[config.mk]
export PLATFORM = sky130hd
export DESIGN_NAME = cache_req_dispatch
export DESIGN_NICKNAME = d
export VERILOG_FILES = /design/src/rtl/dram_cache_pkg.sv /design/src/rtl/cache_req_dispatch.sv
export SDC_FILE = /design/constraint.sdc
export NUM_CORES = 1
export LEC_CHECK = 0
export CAP_MARGIN = 10
export CORE_AREA = 2 2 52 42
export CTS_CLUSTER_SIZE = 10
export DETAILED_ROUTE_END_ITERATION = 8
export DIE_AREA = 0 0 54 44
export PLACE_DENSITY = 0.83
export REMOVE_ABC_BUFFERS = 1
export SETUP_SLACK_MARGIN = 0.4
export SKIP_LAST_GASP = 1
export SYNTH_ARGS = -nofsm -noshare
export SYNTH_HDL_FRONTEND = slang
export SYNTH_SLANG_ARGS = --single-unit
[constraint.sdc]
create_clock -name clk -period 2.7 [get_ports clk]
set_input_delay 0.54 -clock clk [delete_from_list [all_inputs] [get_ports clk]]
set_output_delay 0.54 -clock clk [all_outputs]
set_load 0.02 [all_outputs]
[src/rtl/dram_cache_pkg.sv]
//------------------------------------------------------------------------------
// Package  : dram_cache_pkg
// Purpose  : Shared request-word layout, dispatch FSM states, counter width.
// Revision : 1.0 - initial release
//------------------------------------------------------------------------------
`default_nettype none

package dram_cache_pkg;

  localparam int unsigned c_outst_w  = 4;
  localparam int unsigned c_addr_lsb = 0;

  // is_write flag lives in the MSB of the request word.
  function automatic int unsigned req_write_bit(input int unsigned data_bits);
    return data_bits - 1;
  endfunction

  typedef enum logic [1:0] {
    ST_IDLE       = 2'd0,
    ST_HOLD       = 2'd1,
    ST_FLUSH_WAIT = 2'd2,
    ST_FLUSH_DONE = 2'd3
  } disp_state_t;

endpackage

`default_nettype wire

[src/rtl/cache_req_dispatch.sv]
//------------------------------------------------------------------------------
// Module   : cache_req_dispatch
// Purpose  : Pops FIFO requests into a holding register and issues DRAM
//            commands with read-credit limiting and flush drain.
//            Optional CACHE_REQ_DISPATCH_STAT_EN adds fired read/write counters.
// Revision : 1.0 - initial release
//------------------------------------------------------------------------------
`default_nettype none

module cache_req_dispatch
  import dram_cache_pkg::*;
#(
  parameter int unsigned DATA_BIT_SIZE   = 8,
  parameter int unsigned MAX_OUTSTANDING = 4
) (
  input  logic                     clk,
  input  logic                     reset_n,
  input  logic                     fifo_empty,
  input  logic [DATA_BIT_SIZE-1:0] fifo_read_data,
  output logic                     fifo_read_en,
  output logic                     cmd_valid,
  input  logic                     cmd_ready,
  output logic                     cmd_write,
  output logic [DATA_BIT_SIZE-2:0] cmd_addr,
  input  logic                     rsp_valid,
  input  logic                     flush,
  output logic                     flush_done,
  output logic [c_outst_w-1:0]     outstanding,
  output logic                     err_underflow
`ifdef CACHE_REQ_DISPATCH_STAT_EN
  ,
  output logic [15:0]              stat_reads,
  output logic [15:0]              stat_writes
`endif
);

  localparam int unsigned          c_wr_bit  = req_write_bit(DATA_BIT_SIZE);
  localparam logic [c_outst_w-1:0] c_max_out = c_outst_w'(MAX_OUTSTANDING);

  disp_state_t                r_state;
  disp_state_t                w_state_nxt;
  logic                       r_hold_valid;
  logic                       r_hold_write;
  logic [DATA_BIT_SIZE-2:0]   r_hold_addr;
  logic [c_outst_w-1:0]       r_outstanding;
  logic [c_outst_w-1:0]       w_outst_nxt;
  logic                       r_err;
  logic                       w_fire;
  logic                       w_head_write;
  logic                       w_pop;
  logic                       w_rd_pop;
  logic                       w_underflow;

  always_comb begin
    w_fire       = r_hold_valid & cmd_ready;
    w_head_write = fifo_read_data[c_wr_bit];
    // Reset gates the pop so the FIFO is untouched while reset_n is low.
    w_pop        = reset_n & ~fifo_empty
                 & ((r_state == ST_IDLE) | (r_state == ST_HOLD))
                 & (~r_hold_valid | w_fire)
                 & (w_head_write | (r_outstanding < c_max_out));
    w_rd_pop     = w_pop & ~w_head_write;
    w_underflow  = rsp_valid & ~w_rd_pop & (r_outstanding == '0);
    w_outst_nxt  = r_outstanding;
    if (w_rd_pop && !rsp_valid) begin
      w_outst_nxt = r_outstanding + c_outst_w'(1);
    end else if (rsp_valid && !w_rd_pop && (r_outstanding != '0)) begin
      w_outst_nxt = r_outstanding - c_outst_w'(1);
    end
  end

  always_comb begin
    w_state_nxt = r_state;
    case (r_state)
      ST_IDLE: begin
        if (flush)      w_state_nxt = ST_FLUSH_WAIT;
        else if (w_pop) w_state_nxt = ST_HOLD;
      end
      ST_HOLD: begin
        if (flush)                w_state_nxt = ST_FLUSH_WAIT;
        else if (w_fire && !w_pop) w_state_nxt = ST_IDLE;
      end
      ST_FLUSH_WAIT: begin
        // Look at next-cycle occupancy so the done pulse follows the last rsp.
        if ((!r_hold_valid || w_fire) && (w_outst_nxt == '0))
          w_state_nxt = ST_FLUSH_DONE;
      end
      ST_FLUSH_DONE: w_state_nxt = ST_IDLE;
      default:       w_state_nxt = ST_IDLE;
    endcase
  end

  always_ff @(posedge clk or negedge reset_n) begin
    if (!reset_n) begin
      r_state       <= ST_IDLE;
      r_hold_valid  <= 1'b0;
      r_hold_write  <= 1'b0;
      r_hold_addr   <= '0;
      r_outstanding <= '0;
      r_err         <= 1'b0;
    end else begin
      r_state       <= w_state_nxt;
      r_outstanding <= w_outst_nxt;
      if (w_underflow) r_err <= 1'b1;
      if (w_pop) begin
        r_hold_valid <= 1'b1;
        r_hold_write <= w_head_write;
        r_hold_addr  <= fifo_read_data[c_wr_bit-1:c_addr_lsb];
      end else if (w_fire) begin
        r_hold_valid <= 1'b0;
      end
    end
  end

  assign fifo_read_en  = w_pop;
  assign cmd_valid     = r_hold_valid;
  assign cmd_write     = r_hold_write;
  assign cmd_addr      = r_hold_addr;
  assign outstanding   = r_outstanding;
  assign err_underflow = r_err;
  assign flush_done    = (r_state == ST_FLUSH_DONE);

`ifdef CACHE_REQ_DISPATCH_STAT_EN
  logic [15:0] r_stat_reads;
  logic [15:0] r_stat_writes;

  always_ff @(posedge clk or negedge reset_n) begin
    if (!reset_n) begin
      r_stat_reads  <= '0;
      r_stat_writes <= '0;
    end else if (w_fire) begin
      if (r_hold_write) r_stat_writes <= r_stat_writes + 16'd1;
      else              r_stat_reads  <= r_stat_reads + 16'd1;
    end
  end

  assign stat_reads  = r_stat_reads;
  assign stat_writes = r_stat_writes;
`endif

endmodule

`default_nettype wire

# After elaboration in Yosys (flattened, before gate mapping)
# Index checks and enable logic that the tools add are counted.
# W data, S select, Z words.
[totals]
register_bits = 16
latchBits = 0
ramBits = 0
mem_bits_ro = 0
inputBits = 14
out_inout_bits = 16
elab_cells = 56
n_memories = 0
[classes]
addsub = 2
mul = 0
n_div = 0
order_cmp = 1
eq_ne = 6
shifts = 0
n_mux = 10
bitwise = 15
n_reduce_logical = 16
[op_table]
columns = ["op", "count"]
rows = [
  ["$mux W2", 5],
  ["$and A1 B1 Y1", 8],
  ["$logic_not A4 Y1", 2],
  ["$mux W4", 2],
  ["$pmux W2 S4", 1],
  ["$logic_and A1 B1 Y1", 5],
  ["$add A4 B1 Y4 const B", 1],
  ["$eq A2 B2 Y1 const B", 2],
  ["$logic_not A1 Y1", 4],
  ["$lt A4 B3 Y1 const B", 1],
  ["$not A1 Y1", 4],
  ["$reduce_bool A4 Y1", 1],
  ["$sub A4 B1 Y4 const B", 1],
  ["$ne A3 B2 Y1 const B", 1],
  ["$ne A3 B3 Y1 const B", 1],
  ["$or A1 B1 Y1", 3],
  ["$reduce_and A3 Y1", 1],
  ["$eq A2 B1 Y1 const B", 1],
  ["$logic_not A2 Y1", 1],
  ["$mux W1", 2],
  ["$ne A2 B2 Y1 const B", 1],
  ["$reduce_bool A2 Y1", 1],
  ["$logic_or A1 B1 Y1", 1],
]

# Longest topological paths before layout
# Gate-level depths: netlist of run 1.
[depth]
word_depth = 15
mapped_depth = 7
mapped_depth_nobuf = 7

# Least setup slack after synthesis of run 1
# OpenSTA, ideal clock, no wires.
[synth_timing]
kind = "reg-to-reg"
from = "reg r_outstanding[0] (netlist: outstanding[0])"
to = "reg r_state[0]"
setup_ns = 0.132
t_arrival_ns = 1.761
required_time_ns = 2.568
path_slack_ns = 0.807
path_stages_with_launch = 8
path_buffers = 0
period_less_slack_ns = 1.893
cell_sequence = "dfrtp_1 > inv_1 > ha_1 > nor3b_1 > a31oi_1 > mux2_2 > a21oi_2 > o41ai_2"
[synth_via]
elab_chain_len = 13
word_cells_on_any_way = 21
classes_between = "add/sub (2); order compare (1); eq/ne (3); mux (2); bitwise (3); reduce/logical (10)"
[synth_rtl]
columns = ["item", "line", "source"]
rows = [
  ["start, declared", "cache_req_dispatch.sv:45", "logic [c_outst_w-1:0] r_outstanding;"],
  ["start signal, assigned", "cache_req_dispatch.sv:103", "r_outstanding <= w_outst_nxt;"],
  ["$lt A4 B3 Y1", "cache_req_dispatch.sv:61", "& (w_head_write | (r_outstanding < c_max_out));"],
  ["$or A1 B1 Y1", "cache_req_dispatch.sv:61", ""],
  ["$and A1 B1 Y1", "cache_req_dispatch.sv:61", ""],
  ["$and A1 B1 Y1", "cache_req_dispatch.sv:62", "w_rd_pop = w_pop & ~w_head_write;"],
  ["$logic_not A1 Y1", "cache_req_dispatch.sv:67", "end else if (rsp_valid && !w_rd_pop && (r_outstanding != '0)) begin"],
  ["$logic_and A1 B1 Y1 (2 in a row)", "cache_req_dispatch.sv:67", ""],
  ["$mux W4", "cache_req_dispatch.sv:67", ""],
  ["$mux W4 *", "cache_req_dispatch.sv:65", "if (w_rd_pop && !rsp_valid) begin"],
  ["named net w_outst_nxt[1]", "cache_req_dispatch.sv:46", "logic [c_outst_w-1:0] w_outst_nxt;"],
  ["$logic_not A4 Y1 *", "cache_req_dispatch.sv:85", "if ((!r_hold_valid || w_fire) && (w_outst_nxt == '0))"],
  ["$logic_and A1 B1 Y1 *", "cache_req_dispatch.sv:85", ""],
  ["$ne A2 B2 Y1 (no source line) *", "--", ""],
  ["$reduce_and A3 Y1 (no source line) *", "--", ""],
  ["end signal, assigned", "cache_req_dispatch.sv:102", "r_state <= w_state_nxt;"],
  ["end, declared", "cache_req_dispatch.sv:40", "disp_state_t r_state;"],
]
# Mark *: on every way through the listed nets, which the timed path passes. The rest lies on a longest branch.
# A chain may end at the register's enable or synchronous reset.

# Worst setup path in the final report of run 1
[layout_timing]
from = "in reset_n"
to = "reg r_state[0]"
[layout_via]
elab_chain_len = 14
word_cells_on_any_way = 19
classes_between = "eq/ne (3); mux (2); bitwise (5); reduce/logical (9)"
[layout_rtl]
columns = ["item", "line", "source"]
rows = [
  ["start, declared", "cache_req_dispatch.sv:17", "input logic reset_n,"],
  ["$and A1 B1 Y1 *", "cache_req_dispatch.sv:58", "w_pop = reset_n & ~fifo_empty"],
  ["$and A1 B1 Y1 *", "cache_req_dispatch.sv:59", "& ((r_state == ST_IDLE) | (r_state == ST_HOLD))"],
  ["$and A1 B1 Y1 *", "cache_req_dispatch.sv:60", "& (~r_hold_valid | w_fire)"],
  ["$and A1 B1 Y1 *", "cache_req_dispatch.sv:61", ""],
  ["$and A1 B1 Y1 *", "cache_req_dispatch.sv:62", ""],
  ["$logic_not A1 Y1", "cache_req_dispatch.sv:67", ""],
  ["$logic_and A1 B1 Y1 (2 in a row)", "cache_req_dispatch.sv:67", ""],
  ["$mux W4", "cache_req_dispatch.sv:67", ""],
  ["$mux W4 *", "cache_req_dispatch.sv:65", ""],
  ["named net w_outst_nxt[1]", "cache_req_dispatch.sv:46", ""],
  ["$logic_not A4 Y1 *", "cache_req_dispatch.sv:85", ""],
  ["$logic_and A1 B1 Y1 *", "cache_req_dispatch.sv:85", ""],
  ["$ne A2 B2 Y1 (no source line) *", "--", ""],
  ["$reduce_and A3 Y1 (no source line) *", "--", ""],
]
# Marks and branches as above.

==> metrics.log, run 1 <==
[metrics] number of register bits inferred by synthesis: 16
[metrics] highest-count cells in the layout ignoring fill and taps: sky130_fd_sc_hd__clkdlybuf4s50_1 (26), sky130_fd_sc_hd__dfrtp_1 (16), sky130_fd_sc_hd__mux2_2 (9)
[metrics] initial antenna violation count: 0
[metrics] Unique masters post-synth: 33
[metrics] count of mapped cells out of synthesis: 71
[metrics] combinational power share: 53.7%
[metrics] fraction of synthesized cell area taken by the top area cell type: 48.3%
[metrics] run status: finished clean
[metrics] worst max-slew margin expressed relative to the limit: 78.7%
[metrics] fraction of power spent switching nets: 40.0%
[metrics] number of antenna-violating nets in the routed design: 0
[metrics] summed instance area of the synthesized netlist: 828 um^2
[metrics] number of hold-slack violations in the final timing report: 0
[metrics] number of vias per cell: 5.19
[metrics] drt initial violations: 3
[metrics] maximum root-to-sink buffer count: 2
[metrics] Internal Pwr Total: 786 uW
[metrics] highest net fanout along the worst path: 18
[metrics] number of sinks driven by the clock tree: 16
[metrics] fraction of synthesis flops using an asynchronous set or reset pin: 100%
[metrics] pre-CTS setup slack: -0.0113 ns
[metrics] Lkg Pwr: 0.000525 uW
[metrics] placeable core area: 1890 um^2
[metrics] unrepaired setup endpoints after global routing: false
[metrics] clock edge transition at the registers on the reported setup and hold paths: 0.09 ns
[metrics] number of setup buffers added after CTS: 0
[metrics] global-route wire length before repair: 3.16 mm
[metrics] vias: 670
[metrics] estimated wirelength of the detail-placed design: 1.37 mm
[metrics] Hold/Removal Path Class: flip-flop to flip-flop
[metrics] library cell occupying the most area in the post-synthesis netlist: sky130_fd_sc_hd__dfrtp_1
[metrics] part of the cycle the worst path needs: 80.9%
[metrics] count of input and output buffers: 29
[metrics] Placed Instances: 125
[metrics] Fmax: 458 MHz
[metrics] number of enable flip-flop cells after synthesis: 0
[metrics] insertion delay to the later sink of the worst-skew pair: 0.29 ns
[metrics] most common cell after layout, fill and taps aside: sky130_fd_sc_hd__clkdlybuf4s50_1
[metrics] horizontal die dimension: 54 um
[metrics] CTS tree: built
[metrics] part of the power in the clock network: 12.1%
[metrics] wirelength, routed: 1.85 mm
[metrics] number of global-route vias before repair: 666
[metrics] DRC violation count after routing: 0
[metrics] number of H-tree levels: 1
[metrics] # rows: 14
[metrics] global route total overflow: 0
[metrics] number of buffers added by the clock tree synthesis step: 3
[metrics] Initial Utilization: 43.8%
[metrics] number of standard cells in the final layout excluding fillers: 129
[metrics] Peak VDD IR: 0.000692 V
[metrics] data required time of the worst path: 2.89 ns
[metrics] top cells by area in the synthesized netlist: sky130_fd_sc_hd__dfrtp_1 (48%), sky130_fd_sc_hd__mux2_2 (12%), sky130_fd_sc_hd__ha_1 (3.0%)
[metrics] count of warnings emitted by yosys: 0
[metrics] root buffer cell: sky130_fd_sc_hd__clkbuf_4
[metrics] Total Nets Final: 122
[metrics] final weighted congestion of routability-driven global placement: 0.752
[metrics] per-instance average area after synthesis: 11.7 um^2
[metrics] max-capacitance violation count: 0
[metrics] ports placed on the boundary: 30
[metrics] crit start category: primary input
[metrics] worst slack on hold paths: 0.470 ns
[metrics] pin count of the biggest net entering global routing: 19
[metrics] ratio of total power to cell area: 1080 nW/um^2
[metrics] final total negative setup slack: 0 ns
[metrics] global-route usage over all layers: 18.8%
[metrics] type of element capturing the critical path: flip-flop
[metrics] number of antenna diodes: 0
[metrics] number of endpoints failing setup at the final stage: 0
[metrics] arrival time worst endpoint: 2.37 ns
[metrics] Post-Route Skew: 0.00530 ns
[metrics] Max Slew Vio Count: 0
[metrics] register-to-register setup slack: 0.75 ns
[metrics] growth of design area from synthesis to finish: 46.1%
[metrics] length of the first detailed-routing pass in iterations: 3
[metrics] share of layout cells above drive strength 1: 25.7%
[metrics] Die Outline Area: 2380 um^2
[metrics] share of synthesized area occupied by flip-flops and latches: 48.3%
[metrics] per-cell routed wire length: 14.3 um
[metrics] Reg power frac: 34.3%
[metrics] transition time at the pin with the least slew margin: 0.319 ns
[metrics] setup slack after layout: 0.517 ns
[metrics] Primary FF master, synth: sky130_fd_sc_hd__dfrtp_1
[metrics] power dissipated by switching net loads: 523 uW
[metrics] minimum clock period: 2.18 ns
[metrics] die height: 44 um
[metrics] kind of critical path: primary input to flip-flop
[cell families after synthesis]
group	count (synthesis)	share of synthesized area [%]
flops	16	48.3
compound gates	14	13.6
simple gates	22	18.3
fa+ha+maj	2	3.02
mux	9	12.2
buf+inv	7	3.47
xor+xnor	1	1.06
[layout make-up]
type	count	area, um^2
clock buffers	4	36.3
fillers	155	682
inverters	4	15.0
multi-input cells	48	405
flip-flops and latches	16	400
well taps	24	30.0
repair buffers	33	323
[worst max-delay path: stages]
cell and delay [ns]:
sky130_fd_sc_hd__clkdlybuf4s50_1 0.48, sky130_fd_sc_hd__buf_6 0.20, sky130_fd_sc_hd__nor4b_4 0.26, sky130_fd_sc_hd__a31oi_1 0.16
sky130_fd_sc_hd__a311oi_1 0.31, sky130_fd_sc_hd__a21oi_2 0.09, sky130_fd_sc_hd__o41ai_2 0.33
[what timing repair did]
action                     CTS  global route
setup endpoints to repair    1             2
hold buffers                 0             0
pin swaps                    0             1
resized for setup            6             3
cloned                       0             0
[power by group through the flow]
stage | combinational [uW] | clock, uW | sequential [uW]
finish | 703 | 158 | 448
CTS | 708 | 165 | 448
global route | 760 | 181 | 464
detailed placement | 699 | 0 | 449
floorplan | 285 | 0 | 553
global placement | 678 | 0 | 443
[per-layer routing]
layer	wire length (um)	global-route usage (%)	up-vias	share of wire, %
met5	0	0	-	0
met4	10	4.50	0	0.54
met3	102	5.52	3	5.5
met2	901	29.5	24	49
met1	833	25.8	313	45
li1	-	-	330	-
[Yosys cell counts, drive strengths merged (2+ instances only)]
cell type and n:
buf 2, o21ai 3, and2 2, ha 2, a31oi 2, dfrtp 16
o41ai 2, nand4b 2, nand2 3, nor2 3, nor3b 2, inv 4
nand3 2, mux2 9, nor4b 2
[sequential cells by signal (all words and copies together), names as in the netlist]
name,cells
r_state,2
outstanding,4
cmd_write,1
cmd_valid,1
err_underflow,1
cmd_addr,7
[worst paths after layout]
check                               startpoint        endpoint  cells past startpoint
worst max-delay path                   reset_n      r_state[0]                      7
worst min register to register   err_underflow   err_underflow                      2
worst min-delay path             err_underflow   err_underflow                      2
min in group asynchronous              reset_n      r_state[1]                      2
max in group asynchronous              reset_n  outstanding[0]                      2
worst max register to register  outstanding[0]      r_state[0]                      7
[metrics by stage]
step           instance area (um^2)  total power [uW]  utilization (%)
5_1_grt                        1210              1410             64.0
3_5_place_dp                   1160              1150             61.6
3_3_place_gp                   1160              1120             61.6
2_1_floorplan                   815               838                -
6_report                       1210              1310             64.0
4_1_cts                        1200              1320             63.5
Power figures use the tool's default switching activity.
==> run 2, diff against run 1 <==
- CORE_AREA: 2 2 52 42 -> 2 2 54 44
- DIE_AREA: 0 0 54 44 -> 0 0 56 46
- PLACE_DENSITY: 0.83 -> 0.77
- clock period: 2.7 -> 2.03 ns (I/O delays scaled with it)
==> run 2 against run 1 <==
  * Count of clock-buffer cells in the layout stayed put
  * Core utilization hardly changed
  * Clock skew down 0.0041 ns
  * Final cell count rose by 9.3%
  * Critical path type is now flip-flop to flip-flop
  * Largest cell class unchanged
  * Non-clock buffer count increased by 11
  * Clock power rose by 31%
==> metrics.log, run 2 (synthesis results as in run 1) <==
[metrics] Final Cell Area: 1350 um^2 (+11%)
[metrics] run status: finished clean
[metrics] clock edge transition at the registers on the reported setup and hold paths: 0.09 ns (about the same)
[metrics] data required time of the worst path: 2.20 ns (-0.69 ns)
[metrics] number of vias per cell: 5.18 (-0.32%)
[metrics] global-route usage over all layers: 17.0% (-1.8 points)
[metrics] minimum clock period: 1.80 ns
[metrics] global-route wire length before repair: 3.27 mm (+3.5%)
[metrics] number of H-tree levels: 1 (unchanged)
[metrics] Lkg Pwr: 0.000621 uW (+18%)
[metrics] number of buffers added by the clock tree synthesis step: 3 (unchanged)
[metrics] DRC violation count after routing: 0 (unchanged)
[metrics] register-to-register setup slack: 0.23 ns (-0.52 ns)
[metrics] crit start category: flip-flop
[metrics] placeable core area: 2100 um^2 (+11%)
[metrics] number of sinks driven by the clock tree: 16 (unchanged)
[metrics] length of the first detailed-routing pass in iterations: 2 (-1)
[metrics] number of hold-slack violations in the final timing report: 0 (unchanged)
[metrics] type of element capturing the critical path: flip-flop
[metrics] horizontal die dimension: 56 um (+3.7%)
[metrics] ports placed on the boundary: 30 (unchanged)
[metrics] most common cell after layout, fill and taps aside: sky130_fd_sc_hd__dlygate4sd2_1
[metrics] growth of design area from synthesis to finish: 62.4%
[metrics] vias: 730 (+9.0%)
[metrics] global route total overflow: 0 (unchanged)
[metrics] arrival time worst endpoint: 1.97 ns (-0.40 ns)
[metrics] Fmax: 556 MHz
[metrics] total area of sequential cells: 400 um^2 (unchanged)
[metrics] initial antenna violation count: 0 (unchanged)
[metrics] number of antenna diodes: 0 (unchanged)
[metrics] wirelength, routed: 1.94 mm (+5.1%)
[metrics] transition time at the pin with the least slew margin: 0.378 ns (+0.0589 ns)
[metrics] part of the cycle the worst path needs: 88.5%
[metrics] pre-CTS setup slack: -0.385 ns (-0.373 ns)
[metrics] worst max-slew margin expressed relative to the limit: 74.7% (-3.9 points)
[metrics] number of global-route vias before repair: 760 (+14%)
[metrics] R2R Path End: r_state[0]
[metrics] number of antenna-violating nets in the routed design: 0 (unchanged)
[metrics] placement-stage cell area: 1200 um^2 (+3.3%)
[metrics] count of input and output buffers: 29 (unchanged)
[metrics] CTS tree: built
[metrics] Post-Route Skew: 0.00124 ns (-0.00406 ns)
[metrics] root buffer cell: sky130_fd_sc_hd__clkbuf_4
[metrics] unrepaired setup endpoints after global routing: true
[metrics] share of layout cells above drive strength 1: 40.5% (+15 points)
[metrics] final weighted congestion of routability-driven global placement: 0.753 (about the same)
[metrics] worst slack on hold paths: 0.177 ns (-0.293 ns)
[metrics] estimated wirelength of the detail-placed design: 1.43 mm (+4.0%)
[metrics] max-capacitance violation count: 0 (unchanged)
[metrics] drt initial violations: 8 (+5)
[metrics] number of flip-flops under the largest register name: 7 (unchanged)
[metrics] total power draw: 1920 uW (+46%)
[metrics] pin count of the biggest net entering global routing: 14 (-5)
[metrics] highest net fanout along the worst path: 3 (-15)
[metrics] Hold/Removal Path Class: primary input to asynchronous set/reset pin
[metrics] maximum root-to-sink buffer count: 2 (unchanged)
[metrics] # rows: 15 (+1)
[metrics] ratio of total power to cell area: 1420 nW/um^2 (+32%)
[metrics] per-cell routed wire length: 13.8 um (-3.8%)
[metrics] kind of critical path: flip-flop to flip-flop
[metrics] insertion delay to the later sink of the worst-skew pair: 0.28 ns (about the same)
[metrics] setup slack after layout: 0.233 ns (-0.284 ns)
[metrics] die height: 46 um (+4.5%)
[metrics] Max Slew Vio Count: 0 (unchanged)
[metrics] Total Nets Final: 133 (+9.0%)
[metrics] worst reg2reg path depth: 6 (-1)
[metrics] number of endpoints failing setup at the final stage: 0 (unchanged)
[metrics] highest-count cells in the layout ignoring fill and taps: sky130_fd_sc_hd__dlygate4sd2_1 (18), sky130_fd_sc_hd__dfrtp_1 (16), sky130_fd_sc_hd__buf_4 (11)
[metrics] total area of multi-input combinational cells: 464 um^2 (+15%)
[metrics] Peak VDD IR: 0.000938 V (+36%)
[metrics] Initial Utilization: 39.4% (-4.4 points)
[metrics] source of the worst register-to-register timing path: r_state[1]
[metrics] Die Outline Area: 2580 um^2 (+8.4%)
[metrics] fill cell total of the finished layout: 183 (+18%)
[metrics] core occupancy in the finished layout: 64.0% (about the same)
-- run 2: cell count changes in the layout (fill, tap and decap cells not counted), moves of 2 or more --
cell	change
sky130_fd_sc_hd__and2_2	-2
sky130_fd_sc_hd__and2_4	+2
sky130_fd_sc_hd__buf_4	+7
sky130_fd_sc_hd__buf_6	+5
sky130_fd_sc_hd__clkdlybuf4s50_1	-17
sky130_fd_sc_hd__dlygate4sd2_1	+17
sky130_fd_sc_hd__inv_1	-2
sky130_fd_sc_hd__inv_2	+2
-- run 2: report_power, final --
part	internal [uW]	switching (uW)	leakage, uW
combinational	584	557	0.000409
sequential	462	106	0.000191
clock	109	98.2	0.0000210
-- run 2: layer usage --
| layer | wire, um | global-route usage [%] | share of wire [%] | vias up |
|---|---|---|---|---|
| met5 | 0 | 0 | 0 | - |
| met4 | 0 | 5.71 | 0 | 0 |
| met3 | 147 | 5.97 | 7.6 | 0 |
| met2 | 988 | 31.5 | 51 | 24 |
| met1 | 807 | 18.6 | 42 | 357 |
| li1 | - | - | - | 349 |
-- run 2: metrics by stage --
step                      TNS [ns]  instances
after global routing             0        141
final                            0        141
after detailed placement    -0.835        131
after CTS                        0        140
after floorplan                  0         68
after global placement      -0.573        131
-- run 2: worst max path at each step --
stage                         from           end  depth (start not counted)
CTS                      cmd_valid  fifo_read_en                          4
floorplan           outstanding[0]    r_state[0]                          7
global route             cmd_valid  fifo_read_en                          4
finish                  r_state[1]    r_state[0]                          6
global placement        fifo_empty  fifo_read_en                          4
detailed placement      fifo_empty  fifo_read_en                          4
-- run 2: worst max-delay path: stages, from the launching register on --
cell and delay, ns:
sky130_fd_sc_hd__dfrtp_1 0.42, sky130_fd_sc_hd__buf_6 0.13, sky130_fd_sc_hd__nor4b_4 0.28, sky130_fd_sc_hd__a31oi_2 0.17
sky130_fd_sc_hd__a22oi_2 0.23, sky130_fd_sc_hd__xnor2_2 0.10, sky130_fd_sc_hd__o41ai_2 0.35
-- run 2: cell type report --
type                       count  share of cell area (%)
multi-input combinational     48                    34.5
inverter                       4                    1.12
tap                           25                    2.33
clock buffer                   4                    2.70
sequential                    16                    29.8
timing repair buffer          44                    29.6
-- run 2: what timing repair did --
action | 4_1_cts | 5_1_grt
pin swaps | 5 | 1
resized for setup | 43 | 6
setup endpoints to repair | 28 | 12
setup buffers | 5 | 1
hold buffers | 0 | 0
